**src/rtl/pes_alu_ctrl.sv**
```systemverilog
// pes_alu_ctrl: command FIFO, credit-limited issue to a registered 8-bit ALU,
// and in-order result capture into a result FIFO.
module pes_alu_ctrl #(
    parameter int CDEPTH = 4,
    parameter int RDEPTH = 4
) (
    input  logic       clk,
    input  logic       rst_n,
    input  logic       cmd_valid_i,
    output logic       cmd_ready_o,
    input  logic [2:0] cmd_op_i,
    input  logic [7:0] cmd_a_i,
    input  logic [7:0] cmd_b_i,
    output logic [7:0] alu_a_o,
    output logic [7:0] alu_b_o,
    output logic [2:0] alu_op_o,
    input  logic [7:0] alu_r_i,
    output logic       res_valid_o,
    input  logic       res_ready_i,
    output logic [7:0] res_data_o,
    output logic [2:0] res_op_o,
    output logic [7:0] res_seq_o,
    output logic       busy_o
);
    localparam int CW = $clog2(CDEPTH);
    localparam int RW = $clog2(RDEPTH);
    localparam logic [CW:0] C1 = 1;
    localparam logic [RW:0] R1 = 1;

    logic [18:0]   cmem [CDEPTH];
    logic [18:0]   rmem [RDEPTH];
    logic [CW:0]   cwr_q, crd_q;
    logic [RW:0]   rwr_q, rrd_q, res_cnt;
    logic [RW+1:0] used;
    logic          rdy_q, s1_q, s2_q;
    logic [10:0]   s1_tag_q, s2_tag_q;
    logic [7:0]    seq_q, alu_a_q, alu_b_q;
    logic [2:0]    alu_op_q;
    logic [18:0]   chead, rhead;
    logic          cmd_empty, cmd_full, res_empty, push, issue, pop;

    assign cmd_empty   = cwr_q == crd_q;
    assign cmd_full    = (cwr_q[CW] != crd_q[CW]) && (cwr_q[CW-1:0] == crd_q[CW-1:0]);
    assign res_empty   = rwr_q == rrd_q;
    assign res_cnt     = rwr_q - rrd_q;
    // Credit counts every result that will eventually land in the result FIFO.
    assign used        = {1'b0, res_cnt} + (RW+2)'(s1_q) + (RW+2)'(s2_q);
    assign cmd_ready_o = rdy_q && !cmd_full;
    assign push        = cmd_valid_i && cmd_ready_o;
    assign issue       = !cmd_empty && (used < (RW+2)'(RDEPTH));
    assign res_valid_o = !res_empty;
    assign pop         = res_valid_o && res_ready_i;
    assign chead       = cmem[crd_q[CW-1:0]];
    assign rhead       = res_valid_o ? rmem[rrd_q[RW-1:0]] : '0;
    assign {res_data_o, res_op_o, res_seq_o} = rhead;
    assign {alu_a_o, alu_b_o, alu_op_o} = {alu_a_q, alu_b_q, alu_op_q};
    assign busy_o      = !cmd_empty || s1_q || s2_q || !res_empty;

    always_ff @(posedge clk) begin
        if (push) cmem[cwr_q[CW-1:0]] <= {cmd_op_i, cmd_a_i, cmd_b_i};
        if (s2_q) rmem[rwr_q[RW-1:0]] <= {alu_r_i, s2_tag_q};
    end

    always_ff @(posedge clk or negedge rst_n) begin
        if (!rst_n) begin
            rdy_q    <= 1'b0;
            cwr_q    <= '0;
            crd_q    <= '0;
            rwr_q    <= '0;
            rrd_q    <= '0;
            s1_q     <= 1'b0;
            s2_q     <= 1'b0;
            s1_tag_q <= '0;
            s2_tag_q <= '0;
            seq_q    <= '0;
            alu_a_q  <= '0;
            alu_b_q  <= '0;
            alu_op_q <= '0;
        end else begin
            rdy_q <= 1'b1;
            if (push) cwr_q <= cwr_q + C1;
            if (issue) begin
                crd_q    <= crd_q + C1;
                alu_op_q <= chead[18:16];
                alu_a_q  <= chead[15:8];
                alu_b_q  <= chead[7:0];
                s1_tag_q <= {chead[18:16], seq_q};
                seq_q    <= seq_q + 8'd1;
            end
            s1_q     <= issue;
            s2_q     <= s1_q;
            s2_tag_q <= s1_tag_q;
            if (s2_q) rwr_q <= rwr_q + R1;
            if (pop) rrd_q <= rrd_q + R1;
        end
    end
endmodule

```
**config.mk**
```make
export PLATFORM = sky130hd
export DESIGN_NAME = pes_alu_ctrl
export DESIGN_NICKNAME = d
export VERILOG_FILES = /design/src/rtl/pes_alu_ctrl.sv
export SDC_FILE = /design/constraint.sdc
export NUM_CORES = 1
export LEC_CHECK = 0
export CAP_MARGIN = 0
export CELL_PAD_IN_SITES_DETAIL_PLACEMENT = 2
export CELL_PAD_IN_SITES_GLOBAL_PLACEMENT = 2
export CORE_ASPECT_RATIO = 1.4
export CORE_MARGIN = 4
export CORE_UTILIZATION = 36
export CTS_BUF_LIST = sky130_fd_sc_hd__clkbuf_8
export DETAILED_ROUTE_END_ITERATION = 8
export PLACE_DENSITY = 0.69
export SETUP_SLACK_MARGIN = 0.3
export SLEW_MARGIN = 5
export SYNTH_ARGS = -nofsm -noshare
export SYNTH_HDL_FRONTEND = slang
export SYNTH_SLANG_ARGS = --single-unit
```
**constraint.sdc**
```tcl
create_clock -name clk -period 2.4 [get_ports clk]
set_input_delay 0.36 -clock clk [delete_from_list [all_inputs] [get_ports clk]]
set_output_delay 0.36 -clock clk [all_outputs]
set_load 0.03 [all_outputs]
```
==> flow_metrics.env <==
export IMPL_wl_um=20120
export IMPL_timing_hold_worst_class="flip-flop to flip-flop"
export IMPL_cts_tree="done"
export IMPL_synth_top_cell_by_area="edfxtp_1"
export IMPL_crit_path_max_fanout=6
export IMPL_seq_area_frac_synth=0.7385
export IMPL_crit_start="rrd_q[0]"
export IMPL_die_w_um=135.9
export IMPL_critPathKind="flip-flop to output pin"
export IMPL_syn_inst=393
export IMPL_drv_slew=0
export IMPL_num_antenna_cells=0
export IMPL_num_rows=65
export IMPL_finClkSkew_ns=0.02390
export IMPL_start_util=0.3661
export IMPL_synth_nets=439
export IMPL_regArea_um2=6095
export IMPL_routedWlPerCell_um=23.31
export IMPL_nNetsFinal=582
export IMPL_path_clk_slew_ns=0.07
export IMPL_die_h_um=187.1
export IMPL_rr_endpoint="s1_tag_q[9]"
export IMPL_finalSetupViolations=18
export IMPL_place_area_um2=9428
export IMPL_synthTopCellsByCount="152 x edfxtp_1, 61 x dfrtp_1, 38 x mux4_2"
export IMPL_critPathLaunchType="flip-flop"
export IMPL_route_detailed_drc=0
export IMPL_synth_area_leaders="edfxtp_1 55%, dfrtp_1 19%, mux4_2 10%, mux2_4 4.9%, ha_1 2.1%"
export IMPL_hp_start="s1_tag_q[3]"
export IMPL_drive_gt1_frac=0.4164
export IMPL_coreArea_um2=22530
export IMPL_fin_crit_sh=1.012
export IMPL_outcome="finished with violations"
export IMPL_cts_buffers=35
export IMPL_fin_area_um2=10930
export IMPL_fillers=1991
export IMPL_synth_main_ff_cell="edfxtp_1"
export IMPL_grt_pass1_vias=4946
export IMPL_avgSynthCellArea_um2=20.99
export IMPL_cp_required_ns=2.04
export IMPL_synthDistinctLibCells=32
export IMPL_drtAntennaViolNets=0
export IMPL_violations="setup timing"
export IMPL_synth_edf_count=152
export IMPL_detail_route_iter0_violations=244
export IMPL_antenna_found_initial=0
export IMPL_ff2ff_setup_slack_ns=0.03
export IMPL_max_clock_freq_ghz=0.4118
export IMPL_clkSinkCount=213
export IMPL_hold_depth=0
export IMPL_fin_ws_ns=-0.02847
export IMPL_yosys_warnings=0
export IMPL_yosysMostFrequentCell="edfxtp_1"
export IMPL_relSlewSlack=0.5187
export IMPL_boundaryPins=72
export IMPL_port_buffers=71
export IMPL_dieArea_um2=25430
export IMPL_period_minus_slack_ns=2.428
export IMPL_final_util=0.4854
export IMPL_holdPathEnd="s2_tag_q[3]"
export IMPL_grt_overflow=0
export IMPL_netlist_area_um2=8248
export IMPL_area_growth_pct=32.57
export IMPL_vias_per_cell=4.835
export IMPL_rsz0062_at_grt="yes"
export IMPL_synth_seq_cells=213
export IMPL_clock_root_buffer="clkbuf_8"
export IMPL_htree_levels=2
export IMPL_synthArstFlopShare=0.2864
export IMPL_r2r_start="rrd_q[0]"
export IMPL_drt_pass1_iter_count=4
export IMPL_reg2regPathDepth=12
export IMPL_multi_input_comb_area_um2=2273
export IMPL_gp_congestion=0.6760
export IMPL_finalHoldViolCount=0
export IMPL_vias=4173
export IMPL_yosysTopAreaCellShare=0.5534
export IMPL_grt_pass1_wl_um=30020
export IMPL_cp_arrival_ns=2.07
export IMPL_maxCapViolCount=0
export IMPL_dp_hpwl_um=11010
export IMPL_globalRouteTotalUtil=0.1568
export IMPL_cts_buffer_depth=3
export IMPL_worstSetupEndpointType="output pin"
export IMPL_fin_setup_tns_ns=-0.1451
export IMPL_worst_pin_slew_ns=0.7220
export IMPL_grt_max_degree=36
export IMPL_clk_latency_ns=0.52
## logic make-up (layout without fill, tap and decap cells)
kind of cell	after synthesis	count (layout)	synth area share
mux	69	69	0.1584
fa+ha+maj	15	15	0.02367
other cells	1	1	0.0004547
xor+xnor	20	20	0.02306
compound gates	4	4	0.004247
simple gates	49	49	0.03701
flops	213	213	0.7385
buf+inv	22	191	0.01471
## registers in the layout (all words and copies together), names as in the netlist
register,flops
seq_q,8
cwr_q,3
s2_tag_q,11
rdy_q,1
rrd_q,3
s1_q,1
s1_tag_q,11
rmem,76
s2_q,1
crd_q,3
alu_b_o,8
cmem,76
alu_a_o,8
rwr_q,3
## per-stage QoR
| step | cells | setup slack (ns) | hold WS [ns] |
|---|---|---|---|
| after detailed placement | 766 | 0.1028 | 0.3770 |
| after CTS | 851 | -0.02061 | 0.3913 |
| after floorplan | 393 | 0.3017 | 0.06441 |
| after global routing | 863 | -0.08914 | 0.4052 |
| after global placement | 766 | 0.1915 | 0.3723 |
| final | 863 | -0.02847 | 0.3867 |
## per-layer routing
layer,vias to the layer above,GRT usage,wire length [µm]
li1,1815,-,-
met1,2202,0.1742,7262
met2,122,0.2883,11330
met3,34,0.03471,986
met4,0,0.05974,541
met5,-,0,0
## cell usage in the layout (no fill, tap or decap), types with 3 or more instances in the layout
cell type | netlist | final
and2_1 | 23 | 4
and2_4 | 0 | 19
and3_2 | 0 | 4
buf_12 | 0 | 18
buf_16 | 0 | 5
buf_4 | 3 | 21
buf_6 | 3 | 23
clkbuf_16 | 0 | 3
clkbuf_8 | 0 | 40
clkdlybuf4s50_1 | 0 | 46
dfrtp_1 | 61 | 58
dfrtp_2 | 0 | 3
edfxtp_1 | 152 | 152
ha_1 | 14 | 12
inv_1 | 6 | 23
mux2_4 | 27 | 29
mux4_2 | 38 | 38
nand2_1 | 7 | 6
nand3_1 | 4 | 3
nor3_4 | 0 | 3
nor3b_4 | 1 | 3
xnor2_1 | 5 | 5
xor2_1 | 14 | 11
xor2_2 | 0 | 3
## repair_timing
item,CTS,global route
pin swaps,15,17
cloned,5,3
hold buffers,1,0
setup buffers,16,9
resized for setup,71,23
setup endpoints to repair,55,97
endpoints found under the hold margin,26,0
## final cells by class
| class | instances | share of cell area |
|---|---|---|
| repair buffers | 122 | 0.1390 |
| well taps | 301 | 0.03444 |
| multi-input cells | 158 | 0.2079 |
| inverters | 6 | 0.002060 |
| flip-flops and latches | 213 | 0.5574 |
| clock buffers | 40 | 0.05035 |
| clock inverters | 23 | 0.008811 |
## how the worst max path moves through the flow
stage                         endpoint  slack, ns  cells after the start
final                     res_seq_o[1]      -0.03                      7
after CTS                 res_seq_o[5]      -0.02                      6
after global placement      alu_b_o[7]       0.19                      9
after detailed placement    alu_a_o[7]       0.10                      9
after global routing      res_seq_o[1]      -0.09                      7
after floorplan             alu_a_o[2]       0.30                      9
## worst max-delay path, stage by stage, from the launching register on
cell and delay (ns):
dfrtp_2 0.44, buf_6 0.15, ha_4 0.28, nand3_4 0.10, buf_12 0.16, buf_12 0.14, and2_4 0.16, buf_6 0.13
Power is not shown: default switching activity piles up to over one toggle a cycle in this logic, so the estimate is an artifact.
